<file path="src/rtl/div_unit.sv">
// ----------------------------------------------------------------------------
// div_unit
//
// Multi-cycle radix-2 restoring divider for the MIPS DIV/DIVU instructions in
// the execute stage. One operand pair is accepted per start request. The
// divider then produces one quotient bit per cycle and returns
// {remainder, quotient} in HI/LO layout (HI = remainder, LO = quotient).
//
// Ports
//   clk        in   1         clock, all state changes on the rising edge
//   rst        in   1         synchronous reset, active-high
//   start_i    in   1         division request, only looked at in IDLE
//   signed_i   in   1         1 = DIV (two's complement), 0 = DIVU
//   opdata1_i  in   WIDTH     dividend, captured when the request is taken
//   opdata2_i  in   WIDTH     divisor, captured when the request is taken
//   annul_i    in   1         pipeline flush: drop the current operation
//   result_o   out  2*WIDTH   {remainder, quotient}
//   ready_o    out  1         one-cycle pulse, result_o is valid with it
//   busy_o     out  1         high whenever the unit is not idle
//
// Timing (WIDTH = 32): request taken in cycle 0, iteration in cycles 1..32,
// ready_o in cycle 33. A zero divisor gives ready_o in cycle 2.
// ----------------------------------------------------------------------------
module div_unit #(
  parameter int WIDTH = 32
) (
  input  logic               clk,
  input  logic               rst,
  input  logic               start_i,
  input  logic               signed_i,
  input  logic [WIDTH-1:0]   opdata1_i,
  input  logic [WIDTH-1:0]   opdata2_i,
  input  logic               annul_i,
  output logic [2*WIDTH-1:0] result_o,
  output logic               ready_o,
  output logic               busy_o
);

  localparam int CNT_W = $clog2(WIDTH) + 1;

  // Count value seen in the cycle that performs the final iteration.
  localparam logic [CNT_W-1:0] CNT_LAST = CNT_W'(WIDTH - 1);

  typedef enum logic [1:0] {
    S_IDLE    = 2'd0,
    S_DIVZERO = 2'd1,
    S_ON      = 2'd2,
    S_END     = 2'd3
  } state_t;

  // --------------------------------------------------------------------------
  // Helpers
  // --------------------------------------------------------------------------

  // Two's complement negation of a WIDTH-bit value.
  function automatic logic [WIDTH-1:0] twos_neg(input logic [WIDTH-1:0] v);
    return (~v) + WIDTH'(1);
  endfunction

  // Magnitude of an operand. In unsigned mode the operand is already a
  // magnitude. The most negative signed value maps onto itself, and it is
  // then read as an unsigned number, which is its true magnitude.
  function automatic logic [WIDTH-1:0] abs_mag(input logic             sign_en,
                                               input logic [WIDTH-1:0] v);
    logic [WIDTH-1:0] mag;
    if (sign_en && v[WIDTH-1]) begin
      mag = twos_neg(v);
    end else begin
      mag = v;
    end
    return mag;
  endfunction

  // --------------------------------------------------------------------------
  // State and registers
  // --------------------------------------------------------------------------
  state_t             state_q,   state_d;
  logic [CNT_W-1:0]   cnt_q,     cnt_d;
  // Partial remainder {upper part, dividend/quotient}, 2*WIDTH+1 bits
  logic [2*WIDTH:0]   pr_q,      pr_d;
  logic [WIDTH-1:0]   divisor_q, divisor_d;
  logic               quo_neg_q, quo_neg_d;
  logic               rem_neg_q, rem_neg_d;
  logic [2*WIDTH-1:0] result_q,  result_d;
  logic               ready_q,   ready_d;
  logic               busy_q,    busy_d;

  // --------------------------------------------------------------------------
  // One restoring iteration
  // --------------------------------------------------------------------------
  logic [2*WIDTH+1:0] sh_s;      // partial remainder shifted left by one
  logic [WIDTH+1:0]   diff_s;    // trial difference over the upper part
  logic               fits_s;    // divisor fits, so the quotient bit is 1
  logic [2*WIDTH:0]   step_s;    // partial remainder after this iteration
  logic [WIDTH-1:0]   quo_fix_s; // final quotient with its sign applied
  logic [WIDTH-1:0]   rem_fix_s; // final remainder with its sign applied

  // Shift, trial-subtract, and keep or restore the partial remainder.
  always_comb begin
    sh_s   = {pr_q, 1'b0};
    diff_s = sh_s[2*WIDTH+1:WIDTH] - {2'b00, divisor_q};
    fits_s = ~diff_s[WIDTH+1];
    if (fits_s) begin
      // Upper part becomes the difference. The free low bit takes a 1.
      step_s = {diff_s[WIDTH:0], sh_s[WIDTH-1:1], 1'b1};
    end else begin
      // Restore: keep the shifted value. Its low bit is already 0.
      step_s = sh_s[2*WIDTH:0];
    end
  end

  // Sign fixup of the final iteration's result. It is registered on the
  // edge into END, so result_o is already valid in the END cycle.
  always_comb begin
    if (quo_neg_q) begin
      quo_fix_s = twos_neg(step_s[WIDTH-1:0]);
    end else begin
      quo_fix_s = step_s[WIDTH-1:0];
    end
    if (rem_neg_q) begin
      rem_fix_s = twos_neg(step_s[2*WIDTH-1:WIDTH]);
    end else begin
      rem_fix_s = step_s[2*WIDTH-1:WIDTH];
    end
  end

  // --------------------------------------------------------------------------
  // FSM: next state and register updates
  // --------------------------------------------------------------------------

  // Next-state and next-value logic for the control FSM and datapath.
  always_comb begin
    state_d   = state_q;
    cnt_d     = cnt_q;
    pr_d      = pr_q;
    divisor_d = divisor_q;
    quo_neg_d = quo_neg_q;
    rem_neg_d = rem_neg_q;
    result_d  = result_q;

    case (state_q)
      S_IDLE: begin
        // A request that arrives together with a flush is dropped.
        if (start_i && !annul_i) begin
          divisor_d = abs_mag(signed_i, opdata2_i);
          pr_d      = {{(WIDTH + 1){1'b0}}, abs_mag(signed_i, opdata1_i)};
          cnt_d     = {CNT_W{1'b0}};
          quo_neg_d = signed_i & (opdata1_i[WIDTH-1] ^ opdata2_i[WIDTH-1]);
          rem_neg_d = signed_i & opdata1_i[WIDTH-1];
          if (opdata2_i == {WIDTH{1'b0}}) begin
            state_d = S_DIVZERO;
          end else begin
            state_d = S_ON;
          end
        end else begin
          state_d = S_IDLE;
        end
      end

      S_DIVZERO: begin
        if (annul_i) begin
          state_d = S_IDLE;
        end else begin
          // No trap. Quotient and remainder both read as zero.
          pr_d     = {(2 * WIDTH + 1){1'b0}};
          result_d = {(2 * WIDTH){1'b0}};
          state_d  = S_END;
        end
      end

      S_ON: begin
        if (annul_i) begin
          // A flush wins over the last iteration. result_q stays as it is.
          state_d = S_IDLE;
        end else begin
          pr_d  = step_s;
          cnt_d = cnt_q + CNT_W'(1);
          if (cnt_q == CNT_LAST) begin
            result_d = {rem_fix_s, quo_fix_s};
            state_d  = S_END;
          end else begin
            state_d = S_ON;
          end
        end
      end

      S_END: begin
        // The result is presented this cycle. Both paths go back to idle.
        if (annul_i) begin
          state_d = S_IDLE;
        end else begin
          state_d = S_IDLE;
        end
      end

      default: begin
        state_d = S_IDLE;
      end
    endcase

    // Output flags are registered and follow the state being entered.
    ready_d = (state_d == S_END);
    busy_d  = (state_d != S_IDLE);
  end

  // FSM state register.
  always_ff @(posedge clk) begin
    if (rst) begin
      state_q <= S_IDLE;
    end else begin
      state_q <= state_d;
    end
  end

  // Datapath and output registers.
  always_ff @(posedge clk) begin
    if (rst) begin
      cnt_q     <= {CNT_W{1'b0}};
      pr_q      <= {(2 * WIDTH + 1){1'b0}};
      divisor_q <= {WIDTH{1'b0}};
      quo_neg_q <= 1'b0;
      rem_neg_q <= 1'b0;
      result_q  <= {(2 * WIDTH){1'b0}};
      ready_q   <= 1'b0;
      busy_q    <= 1'b0;
    end else begin
      cnt_q     <= cnt_d;
      pr_q      <= pr_d;
      divisor_q <= divisor_d;
      quo_neg_q <= quo_neg_d;
      rem_neg_q <= rem_neg_d;
      result_q  <= result_d;
      ready_q   <= ready_d;
      busy_q    <= busy_d;
    end
  end

  assign result_o = result_q;
  assign ready_o  = ready_q;
  assign busy_o   = busy_q;

endmodule

</file>
<file path="config.mk">
export PLATFORM = sky130hd
export DESIGN_NAME = div_unit
export DESIGN_NICKNAME = d
export VERILOG_FILES = /design/src/rtl/div_unit.sv
export SDC_FILE = /design/constraint.sdc
export NUM_CORES = 1
export LEC_CHECK = 0
export ABC_AREA = 1
export CORE_UTILIZATION = 55
export DETAILED_ROUTE_END_ITERATION = 6
export DONT_BUFFER_PORTS = 1
export GPL_TIMING_DRIVEN = 0
export HOLD_SLACK_MARGIN = 0.03
export PLACE_DENSITY = 0.81
export SLEW_MARGIN = 20
export SYNTH_ARGS = -nofsm -noshare
export SYNTH_HDL_FRONTEND = slang
export SYNTH_SLANG_ARGS = --single-unit
</file>
<file path="constraint.sdc">
create_clock -name clk -period 4.52 [get_ports clk]
set_input_delay 0.452 -clock clk [delete_from_list [all_inputs] [get_ports clk]]
set_output_delay 0.452 -clock clk [all_outputs]
set_load 0.01 [all_outputs]
</file>
Word-level counts from Yosys, hierarchy flattened:

Cells that the tools add are included.

* register bits: 173
* output and inout port bits: 66
* word-level logic and storage cells: 67
* input port bits: 69

* equality and inequality tests: 9
* bitwise gates (word level): 7
* multiplexer cells: 22
* reduce and logical (&&, ||, !) cells: 14
* add/sub/neg operators: 6

Operator list (number)
* $mux 65: 4
* $pmux 65 s3: 1
* $mux 64: 3
* $add 32x1->32 const B: 4
* $mux 32: 4
* $not 32->32: 4
* $pmux 64 s2: 1
* $sub 34x32->34: 1
* $logic_not 32->1: 1
* $mux 6: 2
* $pmux 6 s2: 1
* $mux 2: 4
* $ne 2x2->1 const B: 4
* $pmux 2 s4: 1
* $reduce_and 4->1: 2
* $add 6x1->6 const B: 1
* $eq 2x2->1 const B: 3
* $eq 6x5->1 const B: 1
* $reduce_bool 2->1: 3
* $logic_and 1x1->1: 3
* $reduce_and 3->1: 1
* $reduce_bool 3->1: 1
* $and 1x1->1: 2
* $eq 2x1->1 const B: 1
* other kinds (5): 5

Depth between registers and ports, before layout:

Gate-level depths: netlist (run 1).

* word-level depth: 8
* gate-level depth with buffers: 30
* mapped depth without buffers: 29

Least setup slack after synthesis (run 1):

No wires, ideal clock.

* path type: reg2reg
* start point: reg divisor_q[6]
* end point: reg result_q[28] (netlist: result_o[28])
* clock period less this slack: 3.822 ns
* required time: 4.388 ns
* library setup time: 0.132 ns
* path buffers: 1
* cell stages (with the launch flop): 27
* arrival time: 3.690 ns
* path slack: 0.698 ns
* cells stage by stage: dfxtp_1 > inv_1 > ha_1 > nand2_1 > nand2_1 > a21oi_2 > nand3_2 > nand2_1 > nand2_2 > nand2_4 > nand3_2 > nand2_4 > buf_2 > ha_1 > nand3_1 > nor3_1 > nand3_1 > nor3_2 > nand2_1 > nor3_1 > nand3_1 > nor2_1 > nand3_1 > o21ai_0 > a21oi_1 > o21ai_0 > a21oi_1

* word-level cells in the longest chain between the ends: 8

Ends and longest elaborated chain
* start: declaration: line 81 `logic [WIDTH-1:0] divisor_q, divisor_d;`
* start signal: assignment: line 220 `divisor_q <= {WIDTH{1'b0}};`
* start signal: assignment: line 229 `divisor_q <= divisor_d;`
* $sub 34x32->34: line 101 `diff_s = sh_s[2*WIDTH+1:WIDTH] - {2'b00, divisor_q};`
* $mux 65: line 103 `if (fits_s) begin`
* $not 32->32: line 57 `return (~v) + WIDTH'(1);`
* $add 32x1->32: line 57
* $mux 32: line 115 `if (quo_neg_q) begin`
* $mux 64: line 178 `if (cnt_q == CNT_LAST) begin`
* $mux 64: line 172 `if (annul_i) begin`
* $pmux 64 s2: line 141 `case (state_q)`
* end signal: assignment: line 223 `result_q <= {(2 * WIDTH){1'b0}};`
* end signal: assignment: line 232 `result_q <= result_d;`
* end: declaration: line 84 `logic [2*WIDTH-1:0] result_q, result_d;`

No other way between the ends. The select of a mux whose other input is x is not followed.
A chain may end at the register's enable or synchronous reset.

Worst setup path after layout (run 1):

* start point: reg divisor_q[4]
* end point: reg result_q[30] (netlist: result_o[30])

The elaborated chain is that of the path after synthesis.

==> impl_metrics.csv, run 1 <==
group,metric,value,unit
run_status,outcome,"finished, final reports clean",
final_layout,final_layout_size_suffix_gt1_share,5.52,%
global_route,grt_max_degree,20,
min_path,whs_path_depth,2,
synth,syn-cell-area,0.0126,mm²
pwr,leakagePower,6.31,nW
min_path,hp-class,"primary input to flop",
critical_path,critPathMaxFanout,7,
detailed_routing,wl_per_cell,17.2,µm
final_layout,multiInputGateArea,0.00792,mm²
sta,rsz0062_at_grt,"no",
sta,tightest_slew,901,ps
critical_path,critPathKind,"flop to flop",
sta,fin_worst_skew,9.58,ps
detailed_routing,avgViaCountPerCell,5.75,
critical_path,startpoint_type,"flop",
cts,clock_latency,450,ps
cts,hold_buffers,0,
cts,clk_path_buf_depth,2,
sta,clock.fmax,0.236,GHz
job,cap_violations,0,
floorplanning,coreArea,0.0221,mm²
critical_path,crit_start,"divisor_q[4]",
synth,synth_area_per_cell,6.08,µm²
global_route,grt_pass1_wl,64300,µm
final_layout,num_antenna_cells,0,
synth,ys_warn_count,0,
global_route,grt.total_usage,34.9,%
synth,syn_inst,2068,
floorplanning,ios,135,
critical_path,reg2reg_slack,280,ps
detailed_routing,drt-pass1-iter-count,6,
final_layout,area_growth,8.17,%
final_layout,layout_commonest_cell,"nand2_1",
global_route,grt_pass1_vias,12629,
floorplanning,die_y,153,µm
cts,htreeDepth,4,
critical_path,end_kind,"flop",
critical_path,reg2reg_depth,27,
sta,period_minus_slack,4240,ps
detailed_routing,drt-initial-drc-count,1472,
floorplanning,start_util,56.9,%
sta,slew_violations,0,
synth,synth_edf_count,0,
final_layout,fill_cells,2140,
min_path,hold_path_startpoint,"opdata2_i[19]",
final_layout,nNetsFinal,2200,
floorplanning,dieArea,0.0235,mm²
synth,seq_area_frac_synth,27.5,%
final_layout,finish.utilization,61.6,%
pwr,ir_drop,0.269,mV
place,dpl.hpwl,32500,µm
synth,ys_async_sr_fraction,0,%
global_route,grt_overflow_total,0,
synth,synth_cell_types,58,
sta,hold_viol,0,
detailed_routing,drc,0,
cts,clkTransAtPathRegs,80,ps
cts,clkSinkCount,173,
detailed_routing,postRouteWirelength,41100,µm
floorplanning,rows,54,
critical_path,arrival,4620,ps
pwr,power.density,291,mW/mm²
cts,cts_tree,"built",
place,portBuffers,0,
cts,cts_buffers,17,
sta,setup_viol,0,
synth,ys_ff_latch,173,
synth,syn_nets,2180,
detailed_routing,detail-route-antenna-nets,0,
critical_path,worstReg2RegEnd,"result_o[30]",
sta,slew_headroom,39.9,%
final_layout,seq_area,0.00346,mm²
final_layout,most-common-layout-cells,"605 x nand2_1, 238 x inv_1, 223 x a21oi_1",
floorplanning,fp.dieW,153,µm
critical_path,required,4900,ps
sta,period_share,93.9,%
critical_path,rr_startpoint,"divisor_q[4]",
synth,synth_top_flop_cell,"dfxtp_1",
global_route,antenna_found_initial,0,
detailed_routing,vias,13702,
place,gp_congestion,1.01,
sta,fin_tns_setup,0,ps
cts,cts.root.buffer_cell,"clkbuf_16",
min_path,hold_end,"divisor_q[19]",
==> worst max path at each step <==
stage	to	slack, ps	depth (start not counted)
after global routing	result_o[30]	10	26
after floorplan	result_o[28]	700	26
after global placement	result_o[30]	-430	24
after detailed placement	result_o[30]	-500	26
after CTS	result_o[28]	10	25
final	result_o[30]	280	27
==> metrics by stage <==
step                      area (µm²)  instances  power, mW  setup slack, ps  hold slack [ps]
after global routing           13600       2381       4.12             11.5              190
after CTS                      13600       2379       3.93             11.0              189
final                          13600       2381       3.96              278              187
after global placement         12900       2348       2.41             -432              468
after floorplan                12600       2068       2.22              698              440
after detailed placement       12900       2348       2.42             -503              471
==> cell families (layout without fill, tap and decap cells) <==
kind of cell / after synthesis / after routing / synth area share [%]
adders and majority gates: 43 / 43 / 4.34
AOI/OAI and AO/OA: 435 / 435 / 18.7
xor gates and xnor gates: 61 / 61 / 4.25
buffers and inverters: 325 / 358 / 10.0
and+or+nand+nor: 1031 / 1031 / 35.2
DFF: 173 / 173 / 27.5
==> worst max-delay path, cell delays in order, from the launching register on <==
cell and delay (ps):
dfxtp_1 360, inv_1 80, ha_1 350, nand2_1 110, nor2_1 190, nand3_2 100, nand3_2 130, nand2_1 70
nand2_2 90, nand2_4 90, nand2_4 110, nand2_4 100, nand2_8 100, ha_1 190, nand3_1 160, nor3_4 210
nand3_2 150, nor3_4 190, nand2_1 140, nor3_2 200, nand3_2 170, nor2_2 150, nand3_1 110, nand2_1 120
o21ai_1 100, a21oi_1 130, o21ai_1 120, a21oi_1 130
==> registers in the layout (all words and copies together), names as in the netlist <==
signal     cells
cnt_q          6
quo_neg_q      1
divisor_q     32
state_q        2
ready_o        1
pr_q          65
result_o      64
busy_o         1
rem_neg_q      1
==> where the power goes <==
part	switching [mW]	total, mW	internal (mW)
Clock	0.733	1.53	0.793
Combinational	0.570	0.819	0.249
Sequential	0.0413	1.61	1.57
Total	1.34	3.96	2.61
==> synthesized netlist by cell type (18+ instances only) <==
| cell type | count | area share (%) |
|---|---|---|
| a21oi_1 | 225 | 9.0 |
| clkbuf_1 | 62 | 1.8 |
| dfxtp_1 | 173 | 28 |
| ha_1 | 42 | 4.2 |
| inv_1 | 238 | 7.1 |
| nand2_1 | 605 | 18 |
| nand2_2 | 18 | 0.90 |
| nand3_1 | 136 | 5.4 |
| nand4_1 | 21 | 1.0 |
| nor2_1 | 171 | 5.1 |
| nor3_1 | 29 | 1.2 |
| o21ai_0 | 145 | 5.8 |
| xnor2_1 | 18 | 1.3 |
| xor2_1 | 43 | 3.0 |
==> per-layer routing <==
layer	GRT usage [%]	wire length, µm	vias to the layer above
met1	41.8	16400	6171
met4	19.1	2170	0
met5	0	0	-
met3	7.74	3610	131
met2	57.9	18900	636
li1	-	-	6764
==> layout make-up <==
class | instances | area share [%]
inverters | 247 | 6.81
multi-input cells | 1570 | 58.2
flip-flops and latches | 173 | 25.5
repair buffers | 2 | 0.110
clock inverters | 15 | 1.30
well taps | 280 | 2.57
plain buffers | 77 | 2.42
clock buffers | 17 | 3.13
==> what timing repair did <==
action                                  in CTS  in global routing
setup buffers                                0                  2
gates cloned                                 0                  0
endpoints found under the setup margin       6                  6
pin swaps                                    2                  1
resized for setup                            6                  8
hold endpoints to repair                     0                  0
Power figures use the tool's default switching activity.
==> run 2: changes to the inputs <==
==> constraint.sdc (replaced) <==
create_clock -name clk -period 4.52 [get_ports clk]
set_input_delay 0.226 -clock clk [delete_from_list [all_inputs] [get_ports clk]]
set_output_delay 0.226 -clock clk [all_outputs]
set_load 0.01 [all_outputs]
==> impl_metrics.csv, run 2 (synthesis gave the netlist of run 1 again) <==
group,metric,value,unit
run_status,outcome,"finished, final reports clean",
global_route,use_met3,7.66,%
final_layout,num_antenna_cells,0,
place,dp_slack,-503,ps
cts,clkSinkCount,173,
sta,period_minus_slack,4240,ps
final_layout,largest_reg_flops,65,
detailed_routing,wl_per_cell,17.3,µm
sta,period_share,93.8,%
floorplanning,rows,54,
detailed_routing,drt-initial-drc-count,1408,
pwr,leakagePower,6.42,nW
critical_path,critPathMaxFanout,7,
detailed_routing,drt-pass1-iter-count,6,
place,place_area,0.0129,mm²
detailed_routing,detail-route-antenna-nets,0,
sta,tightest_slew,904,ps
final_layout,layout_commonest_cell,"nand2_1",
place,portBuffers,0,
global_route,grt_max_degree,20,
critical_path,end_kind,"flop",
global_route,grt_use_met2,58.7,%
final_layout,most-common-layout-cells,"605 x nand2_1, 238 x inv_1, 223 x a21oi_1",
cts,cts.root.buffer_cell,"clkbuf_16",
detailed_routing,postRouteWirelength,41700,µm
final_layout,top_register,"pr_q",
min_path,hp-class,"primary input to flop",
global_route,gr-usage-met1,42.3,%
place,dpl.hpwl,32500,µm
cts,clkTransAtPathRegs,80,ps
global_route,antenna_found_initial,0,
floorplanning,coreArea,0.0221,mm²
floorplanning,die_y,153,µm
global_route,grt_pass1_vias,12879,
critical_path,startpoint_type,"flop",
sta,slew_headroom,39.7,%
critical_path,critPathKind,"flop to flop",
floorplanning,start_util,56.9,%
sta,hold_viol,0,
global_route,grt_overflow_total,0,
final_layout,finish.utilization,62.8,%
cts,clock_latency,450,ps
final_layout,final_cell_area,0.0139,mm²
detailed_routing,drc,0,
floorplanning,dieArea,0.0235,mm²
final_layout,area_growth,10.3,%
critical_path,arrival,4620,ps
job,cap_violations,0,
sta,setup_ws,282,ps
global_route,grt_pass1_wl,65300,µm
global_route,grt.total_usage,35.3,%
floorplanning,ios,135,
sta,slew_violations,0,
pwr,ir_drop,0.271,mV
pwr,power.density,287,mW/mm²
cts,clk_path_buf_depth,2,
detailed_routing,vias,13857,
sta,fin_worst_skew,11.2,ps
final_layout,fill_cells,2095,
sta,setup_viol,0,
critical_path,reg2reg_slack,280,ps
final_layout,final_layout_size_suffix_gt1_share,5.45,%
critical_path,required,4900,ps
global_route,gr-max-usage-layer,"met2",
sta,clock.fmax,0.236,GHz
cts,cts_buffers,17,
final_layout,nNetsFinal,2227,
sta,fin_tns_setup,0,ps
cts,cts_tree,"built",
place,gp_congestion,1.01,
cts,htreeDepth,4,
detailed_routing,avgViaCountPerCell,5.75,
sta,rsz0062_at_grt,"no",
floorplanning,fp.dieW,153,µm
[run 2: path summary, 6_finish.rpt]
kind	from	to	depth (start not counted)
setup / recovery	divisor_q[4]	result_o[30]	27
hold / removal	opdata2_i[30]	divisor_q[30]	3
setup reg to reg	divisor_q[4]	result_o[30]	27
hold reg to reg	pr_q[13]	pr_q[13]	2
[run 2: cell type report]
class,instances,area [µm²],area share [%]
sequential,173,3460,25.0
buffer,77,329,2.37
clock buffer,17,425,3.07
tap,280,350,2.52
timing repair buffer,29,285,2.06
inverter,247,927,6.68
multi-input combinational,1570,7920,57.1
clock inverter,15,176,1.27
[run 2: where the power goes]
part / total [mW] / switching [mW] / internal [mW]
registers: 1.61 / 0.0414 / 1.57
clock network: 1.53 / 0.742 / 0.793
logic: 0.842 / 0.578 / 0.265
total: 3.99 / 1.36 / 2.63
[run 2: stage by stage]
step	instances	hold WS [ps]	power [mW]
CTS	2406	33.0	3.95
detailed placement	2348	420	2.42
global route	2408	31.3	4.14
finish	2408	29.1	3.99
global placement	2348	416	2.41
floorplan	2068	399	2.22
[run 2: per-layer routing]
| layer | part of all wire, % | vias to the layer above |
|---|---|---|
| li1 | - | 6834 |
| met1 | 41 | 6266 |
| met2 | 46 | 629 |
| met3 | 7.9 | 128 |
| met4 | 5.2 | 0 |
| met5 | 0 | - |
[run 2: critical path, stage by stage (launching register included)]
cell and delay [ps]:
dfxtp_1 360, inv_1 80, ha_1 350, nand2_1 110, nor2_1 190, nand3_2 110, nand3_2 120, nand2_1 70
nand2_2 90, nand2_4 90, nand2_4 110, nand2_4 100, nand2_8 100, ha_1 200, nand3_1 160, nor3_4 210
nand3_2 150, nor3_4 190, nand2_1 140, nor3_2 200, nand3_2 170, nor2_2 150, nand3_1 110, nand2_1 110
o21ai_1 100, a21oi_1 130, o21ai_1 120, a21oi_1 130
[run 2: timing repair]
| action | in CTS | in global routing |
|---|---|---|
| setup buffers | 0 | 2 |
| resized for setup | 6 | 8 |
| pin swaps | 2 | 1 |
| setup endpoints to repair | 6 | 6 |
| hold buffers | 27 | 0 |
| endpoints found under the hold margin | 29 | 0 |
